===== src/rtl/event_enc_pkg.sv =====
// event_enc_pkg
// Shared definitions for the sequential 16-to-4 event encoder.
//   N_IN_DEFAULT   : default number of request lines
//   W_CODE_DEFAULT : default code width (log2 of N_IN_DEFAULT)
//   MERGE_W        : width of the saturating merge counter
//   state_t        : presentation state machine encoding
package event_enc_pkg;

    localparam int N_IN_DEFAULT   = 16;
    localparam int W_CODE_DEFAULT = 4;
    localparam int MERGE_W        = 8;

    typedef enum logic {
        IDLE    = 1'b0,
        PRESENT = 1'b1
    } state_t;

endpackage


===== src/rtl/rr_pick.sv =====
// rr_pick
// Combinational priority picker used by the event encoder.
//   vec     : candidate request vector
//   ptr     : index of the last accepted code (round-robin mode only)
//   rr_mode : 1 = search upward from ptr+1 with wrap, 0 = lowest index wins
//   idx     : selected index (meaningful only when found = 1)
//   found   : vec has at least one set bit
module rr_pick #(
    parameter int N = 16,
    parameter int W = 4
) (
    input  logic [N-1:0] vec,
    input  logic [W-1:0] ptr,
    input  logic         rr_mode,
    output logic [W-1:0] idx,
    output logic         found
);

    logic [W-1:0] start;
    logic [W-1:0] k;
    logic [N-1:0] rotated;
    logic [W-1:0] offset;

    // Rotate the vector so the search start lands at bit 0, find the lowest
    // set bit, then add the start back. W-bit arithmetic wraps modulo N
    // because N is a power of two.
    always_comb begin
        start   = rr_mode ? (ptr + W'(1)) : '0;
        k       = '0;
        rotated = '0;
        for (int i = 0; i < N; i++) begin
            k          = W'(i) + start;
            rotated[i] = vec[k];
        end

        offset = '0;
        for (int i = N - 1; i >= 0; i--) begin
            if (rotated[i]) begin
                offset = W'(i);
            end
        end

        found = |vec;
        idx   = offset + start;
    end

endmodule


===== src/rtl/event_encoder.sv =====
// event_encoder
// Captures single-cycle event pulses into a sticky pending vector and
// presents pending indices one at a time as a code over valid/ready.
//   clk       : rising-edge clock
//   rst_n     : asynchronous active-low reset
//   req       : event pulses, each set bit marks its index pending
//   flush     : synchronous clear of pending state and output
//   out_valid : out_code holds a pending index
//   out_code  : encoded index being presented
//   out_ready : consumer accepts out_code when out_valid is also high
//   pending   : registered sticky pending vector
//   merge_cnt : saturating count of req bits that hit an already-pending bit
module event_encoder
    import event_enc_pkg::*;
#(
    parameter int N_IN        = N_IN_DEFAULT,
    parameter int W_CODE      = W_CODE_DEFAULT,
    parameter int ROUND_ROBIN = 1
) (
    input  logic                clk,
    input  logic                rst_n,
    input  logic [N_IN-1:0]     req,
    input  logic                flush,
    output logic                out_valid,
    output logic [W_CODE-1:0]   out_code,
    input  logic                out_ready,
    output logic [N_IN-1:0]     pending,
    output logic [MERGE_W-1:0]  merge_cnt
);

    localparam int   CNT_W     = $clog2(N_IN + 1);
    localparam int   SUM_W     = MERGE_W + CNT_W;
    localparam int   MERGE_MAX = (2 ** MERGE_W) - 1;
    localparam logic RR_MODE   = (ROUND_ROBIN != 0);

    state_t              state;
    logic [W_CODE-1:0]   ptr;

    logic                accept;
    logic [N_IN-1:0]     code_onehot;
    logic [N_IN-1:0]     clr_mask;
    logic [N_IN-1:0]     kept;
    logic [N_IN-1:0]     pending_next;
    logic [N_IN-1:0]     merged;
    logic [N_IN-1:0]     cand;
    logic [CNT_W-1:0]    merge_inc;
    logic [SUM_W-1:0]    merge_sum;
    logic [MERGE_W-1:0]  merge_next;

    logic [W_CODE-1:0]   load_idx;
    logic                load_found;
    logic [W_CODE-1:0]   reload_idx;
    logic                reload_found;

    // Pending update and merge counting. A bit being accepted this edge is
    // cleared first, so a req on that same bit counts as a fresh event and
    // not as a merge.
    always_comb begin
        accept       = out_valid & out_ready;
        code_onehot  = {{(N_IN-1){1'b0}}, 1'b1} << out_code;
        clr_mask     = accept ? code_onehot : '0;
        kept         = pending & ~clr_mask;
        pending_next = kept | req;
        merged       = req & kept;
        cand         = pending & ~code_onehot;

        merge_inc = '0;
        for (int i = 0; i < N_IN; i++) begin
            merge_inc = merge_inc + CNT_W'(merged[i]);
        end

        merge_sum = SUM_W'(merge_cnt) + SUM_W'(merge_inc);
        if (merge_sum > SUM_W'(MERGE_MAX)) begin
            merge_next = '1;
        end else begin
            merge_next = merge_sum[MERGE_W-1:0];
        end
    end

    // First presentation out of IDLE searches from the last accepted index.
    rr_pick #(
        .N (N_IN),
        .W (W_CODE)
    ) u_load_pick (
        .vec     (pending),
        .ptr     (ptr),
        .rr_mode (RR_MODE),
        .idx     (load_idx),
        .found   (load_found)
    );

    // Back-to-back reload searches from the code being accepted right now,
    // which is the value ptr takes at this same edge. Same-cycle req bits
    // are excluded from cand and get picked up on a later cycle.
    rr_pick #(
        .N (N_IN),
        .W (W_CODE)
    ) u_reload_pick (
        .vec     (cand),
        .ptr     (out_code),
        .rr_mode (RR_MODE),
        .idx     (reload_idx),
        .found   (reload_found)
    );

    // State machine and all registered outputs. flush overrides accept and
    // req but leaves the round-robin pointer and out_code alone.
    always_ff @(posedge clk or negedge rst_n) begin
        if (!rst_n) begin
            state     <= IDLE;
            pending   <= '0;
            merge_cnt <= '0;
            out_valid <= 1'b0;
            out_code  <= '0;
            ptr       <= W_CODE'(N_IN - 1);
        end else if (flush) begin
            state     <= IDLE;
            pending   <= '0;
            merge_cnt <= '0;
            out_valid <= 1'b0;
        end else begin
            pending   <= pending_next;
            merge_cnt <= merge_next;
            case (state)
                IDLE: begin
                    if (load_found) begin
                        out_code  <= load_idx;
                        out_valid <= 1'b1;
                        state     <= PRESENT;
                    end
                end
                PRESENT: begin
                    if (accept) begin
                        ptr <= out_code;
                        if (reload_found) begin
                            out_code <= reload_idx;
                        end else begin
                            out_valid <= 1'b0;
                            state     <= IDLE;
                        end
                    end
                end
                default: begin
                    out_valid <= 1'b0;
                    state     <= IDLE;
                end
            endcase
        end
    end

endmodule


===== config.mk =====
export PLATFORM = sky130hd
export DESIGN_NAME = event_encoder
export DESIGN_NICKNAME = d
export VERILOG_FILES = /design/src/rtl/event_enc_pkg.sv /design/src/rtl/rr_pick.sv /design/src/rtl/event_encoder.sv
export SDC_FILE = /design/constraint.sdc
export NUM_CORES = 1
export LEC_CHECK = 0
export BUFFER_PORTS_ARGS = -buffer_cell sky130_fd_sc_hd__buf_2
export CORE_ASPECT_RATIO = 2
export CORE_MARGIN = 1.5
export CORE_UTILIZATION = 35
export CTS_CLUSTER_SIZE = 28
export DETAILED_ROUTE_END_ITERATION = 12
export MAX_ROUTING_LAYER = met4
export PLACE_DENSITY = 0.59
export SLEW_MARGIN = 20
export SYNTH_ARGS = -nofsm -noshare
export SYNTH_HDL_FRONTEND = slang
export SYNTH_SLANG_ARGS = --single-unit

===== constraint.sdc =====
create_clock -name clk -period 6.25 [get_ports clk]
set_input_delay 0 -clock clk [delete_from_list [all_inputs] [get_ports clk]]
set_output_delay 0 -clock clk [all_outputs]
set_load 0.05 [all_outputs]

Word level (Yosys, flattened, before mapping)
Index checks and enable logic that the tools add are counted.
Cells by class
  $add $sub $neg: 50
  order comparisons: 33
  equality and inequality tests: 6
  shift operators: 1
  mux-type cells: 114
  bitwise logic cells: 9
  reduce and logical (&&, ||, !) cells: 5
Operators with widths (number)
  4-bit by 5-bit less-than comparator with 1-bit output, second input constant: 32
  4-bit two-way mux: 35
  1-bit binary-select mux with 4-bit select: 32
  4-bit adder, first input constant: 16
  5-bit by 1-bit adder with 5-bit output: 11
  16-bit bitwise AND: 3
  1-bit two-way mux: 40
  3-bit by 4-bit adder with 4-bit output, first input constant: 8
  16-bit two-way mux: 2
  16-bit inverter: 2
  16-bit OR reduction: 2
  2-bit by 4-bit adder with 4-bit output, first input constant: 4
  8-bit two-way mux: 2
  16-bit OR: 1
  1-bit by 4-bit << shifter with 16-bit output, first input constant: 1
  8-bit by 5-bit adder with 9-bit output: 1
  9-bit by 8-bit > comparator with 1-bit output, second input constant: 1
  1-bit by 4-bit adder with 4-bit output, first input constant: 2
  4-bit by 1-bit adder with 4-bit output, second input constant: 2
  4-bit adder: 2
  4-bit one-hot mux with 2 select lines: 1
  3-bit != test, second input constant: 2
  3-bit AND reduction: 2
  4-bit by 1-bit adder with 5-bit output: 1
  10 further kinds: 13
Word-level totals
  flip-flop bits (word level): 34
  input port bits: 20
  output and inout port bits: 29
  logic and storage cells: 224

Logic depth before layout (Yosys ltp)
  depth in word-level cells: 25
  gate-level depth with buffers: 22
  depth with buffers taken out: 20

By module
A second synthesis with hierarchy kept.
Unflattened totals
  cells, all modules: 535
  area total of the unflattened synthesis: 5192.5 sq um
By module, submodules not included
  rr_pick: instances 2, cells an instance 159, area an instance 1447.6 sq um
  event_encoder: instances 1, cells an instance 217, area an instance 2297.2 sq um

Least setup slack after synthesis
OpenSTA, ideal clock, no wires.
  path kind: register -> register
  from: register out_code[0]
  to: register merge_cnt[7]
  setup time: 0.134 ns
  data arrival time: 6.105 ns
  slack: 0.011 ns
  stages on the path, launching flop included: 22
  path buffers: 2
  period minus slack after synthesis: 6.239 ns
  cells stage by stage: dfrtp_1 > clkinv_1 > buf_2 > buf_2 > ha_1 > or3b_1 > o21ai_0 > nor2_1 > fa_1 > inv_1 > fa_1 > fa_1 > inv_1 > fa_1 > fa_1 > fa_1 > a21oi_1 > nor2_1 > nor2_1 > o21bai_1 > nor4b_1 > nor3b_1
Between the ends
  word-level cells in the longest chain between the ends: 24
RTL lines
  start, declared: RTL line event_encoder.sv:25  | output logic [W_CODE-1:0] out_code,
  start signal, assigned: RTL line event_encoder.sv:127  | out_code <= load_idx;
  start signal, assigned: RTL line event_encoder.sv:136  | out_code <= reload_idx;
  1-bit by 4-bit << shifter with 16-bit output *: RTL line event_encoder.sv:60  | code_onehot = {{(N_IN-1){1'b0}}, 1'b1} << out_code;
  16-bit two-way mux *: RTL line event_encoder.sv:61  | clr_mask = accept ? code_onehot : '0;
  16-bit inverter *: RTL line event_encoder.sv:62  | kept = pending & ~clr_mask;
  16-bit bitwise AND *: RTL line event_encoder.sv:62
  16-bit bitwise AND *: RTL line event_encoder.sv:64  | merged = req & kept;
  1-bit by 1-bit adder with 2-bit output: RTL line event_encoder.sv:69  | merge_inc = merge_inc + CNT_W'(merged[i]);
  2-bit by 1-bit adder with 3-bit output: RTL line event_encoder.sv:69
  3-bit by 1-bit adder with 4-bit output: RTL line event_encoder.sv:69
  4-bit by 1-bit adder with 5-bit output: RTL line event_encoder.sv:69
  5-bit by 1-bit adder with 5-bit output (10 in a row): RTL line event_encoder.sv:69
  5-bit by 1-bit adder with 5-bit output *: RTL line event_encoder.sv:69
  8-bit by 5-bit adder with 9-bit output *: RTL line event_encoder.sv:72  | merge_sum = SUM_W'(merge_cnt) + SUM_W'(merge_inc);
  9-bit by 8-bit > comparator with 1-bit output: RTL line event_encoder.sv:73  | if (merge_sum > SUM_W'(MERGE_MAX)) begin
  8-bit two-way mux *: RTL line event_encoder.sv:73
  8-bit two-way mux *: RTL line event_encoder.sv:116  | end else if (flush) begin
  end signal, assigned: RTL line event_encoder.sv:123  | merge_cnt <= merge_next;
  end, declared: RTL line event_encoder.sv:28  | output logic [MERGE_W-1:0] merge_cnt
Mark *: on every way between the ends. The rest lies on a longest branch, timed or not.
A chain may end at the register's enable or synchronous reset.

Final worst setup path
  from: register out_code[1]
  to: register merge_cnt[7]
The elaborated chain is that of the path after synthesis.

==> results.toml <==
[logic_synthesis]
synthesis.area_sq_um = 5340
synthArstFlopShare_pct = 100
synth_fp_nets = 632
synth_edf_count = 0
yosys-top-cells-area = "mux4_2 18%, dfrtp_1 14%, mux2i_1 11%"
ys.flop_type = "dfrtp_1"
yosysUniqueCellTypes = 65
synthTopCellsByCount = "61 x mux2i_1, 43 x inv_1, 43 x nand2_1"
yosysMostFrequentCell = "mux2i_1"
ys.warnings.count = 0
yosys_register_bits = 34
avgSynthCellArea_sq_um = 9.43
synth_top_area_share_pct = 17.7
synth_cells = 566
synth_seq_area_share_pct = 16.0
synth_largest_area_cell = "mux4_2"

[routing]
drt_iter0_markers = 268
wirelength_microns = 18400
routed_via_density = 6.05
drc_errors = 0
num_vias = 4922
ant_nets = 0
firstDrtPassIters = 5
routedWlPerCell_microns = 22.7

[hold_path]
hold-path-cell-count = 3
hp-class = "input port to flip-flop"
min_from = "req[0]"
holdPathEnd = "pending[0]"

[clock_tree]
post-cts-setup-buffer-count = 0
cts_max_level = 2
cts_tree = "yes"
clk_pin_slew_ns = 0.06
worstSkewPairLatency_ns = 0.29
clk_path_buf_depth = 2
cts_inserted_buffers = 5
cts.sinks = 34
clockRootBuffer = "clkbuf_16"

[worst_setup_path]
cp_max_fo = 7
crit_path_top_delay_cell = "fa_1"
reg2reg_depth = 19
start_kind = "flip-flop"
critPathBufInv = 3
path_cells = "inv_1, ha_2, or3b_1, o21ai_0, nor2_1, fa_1, inv_1, fa_1, fa_1, inv_1, fa_1, fa_1, fa_1, a21oi_1, nor2_1, nor2_1, o21bai_1, nor4b_2, nor3b_1"
required_ns = 6.39
cp-end-kind = "flip-flop"
r2r_end = "merge_cnt[7]"
critical_path_class = "flip-flop to flip-flop"
cp_common_cell = "fa_1"
crit_family = "adder cells"
rrSetupSlack_ns = 0.50
reg2reg_from = "out_code[1]"
critPathArrivalTime_ns = 5.90
cp_slowest_stage_delay_ns = 0.54

[place]
place.gp.congestion = 1.00
io_buffers = 48
dp_hpwl_microns = 15000

[sta]
tightest_slew_ns = 0.850
slew_violations = 0
fmax_ghz = 0.174
slew_headroom_pct = 42.9
setup_viol = 0
fin_crit_ns = 5.75
post-route-period-util_pct = 92.0
fin_tns_setup_ns = 0
skew_ns = 0.00531
report.final.hold_viol_count = 0
grt_setup_unrepaired = "no"

[grt]
grt_pass1_wl_microns = 28800
grt_max_degree = 35
antenna_found_initial = 0
grtUsageTotal_pct = 24.2
grt.overflow.total = 0
grt_pass1_vias = 5315

[floorplan]
die_area_sq_um = 16100
rows = 63
start_util_pct = 35.8
fp.dieH_microns = 178
design.portCount = 49
core_area_sq_um = 14900
dieWidth_microns = 90.3

[layout]
drive_gt1_share_pct = 21.4
nets = 683
antennaDiodeCount = 0
syn_to_final_growth_pct = 14.5

[job]
drv_cap = 0

[run_status]
status = "completed"
[timing repair]
action                     in CTS  in global routing
setup endpoints to repair       0                  1
hold buffers                   16                  0
hold endpoints to repair       45                  0
resized for setup               0                  2
[worst register-to-register path, cell delays in order, from the launching register on]
cell and delay [ns]:
dfrtp_1 0.42, inv_1 0.14, ha_2 0.27, or3b_1 0.41
o21ai_0 0.22, nor2_1 0.10, fa_1 0.53, inv_1 0.07
fa_1 0.51, fa_1 0.54, inv_1 0.05, fa_1 0.51
fa_1 0.47, fa_1 0.41, a21oi_1 0.16, nor2_1 0.05
nor2_1 0.19, o21bai_1 0.17, nor4b_2 0.31, nor3b_1 0.09
[cells by family after synthesis]
| kind of cell | Yosys count | share of synthesized area, % |
|---|---|---|
| and+or+nand+nor | 152 | 15.0 |
| AOI/OAI and AO/OA | 125 | 15.4 |
| muxes | 109 | 30.4 |
| buffers and inverters | 74 | 5.65 |
| adders and majority gates | 46 | 12.7 |
| DFF | 34 | 16.0 |
| xor gates and xnor gates | 26 | 4.76 |
[cell usage in the layout (no fill, tap or decap), types with 9 or more instances in the layout]
cell	netlist	routed
dfrtp_1	30	30
nand2_1	43	43
a211oi_1	11	11
inv_1	43	43
ha_1	32	31
xnor2_1	18	18
mux2i_1	61	61
and2_1	13	13
buf_2	13	48
dlygate4sd3_1	0	16
fa_1	14	14
nor2_1	29	29
mux4_2	42	42
o21ai_0	21	21
nand2b_1	9	9
a21oi_1	39	39
[final cells by class]
| class | count | area (sq um) |
|---|---|---|
| clock buffers | 5 | 125 |
| repair buffers | 71 | 453 |
| inverters | 47 | 176 |
| multi-input cells | 458 | 4190 |
| fillers | 1472 | 8780 |
| clock inverters | 3 | 68.8 |
| well taps | 195 | 244 |
| flip-flops and latches | 34 | 856 |
[flip-flops by register name, summed over array words and instances, names as in the netlist]
name and cells:
pending 16, out_valid 1, ptr 4, state 1, out_code 4, merge_cnt 8
[worst max path at each step]
stage | start | endpoint | slack [ns] | cells past startpoint
floorplan | out_code[0] | merge_cnt[7] | 0.01 | 21
global placement | out_code[1] | merge_cnt[7] | 0.58 | 19
detailed placement | out_code[1] | merge_cnt[7] | 0.41 | 19
CTS | out_code[1] | merge_cnt[7] | 0.38 | 19
global route | out_code[1] | merge_cnt[7] | 0.07 | 19
finish | out_code[1] | merge_cnt[7] | 0.50 | 19
[per-layer routing]
layer  part of all wire (%)  GRT usage, %
met4                    7.9          17.9
met1                     32          21.3
met3                    3.7          1.97
met5                      0             -
met2                     57          46.8
[stage by stage]
step	std cells	cell area (sq um)	hold WS (ns)	util (%)	setup WS, ns
global route	813	6110	0.0571	41.0	0.0684
finish	813	6110	0.0462	41.0	0.498
global placement	789	5750	0.127	38.6	0.576
floorplan	566	5340	-0.296	-	0.0109
detailed placement	789	5750	0.135	38.6	0.412
CTS	813	6110	0.0457	41.0	0.381
Power is left out: the tool's default activity adds up to more than one toggle a clock period on the data nets, which glitch-free logic cannot reach.
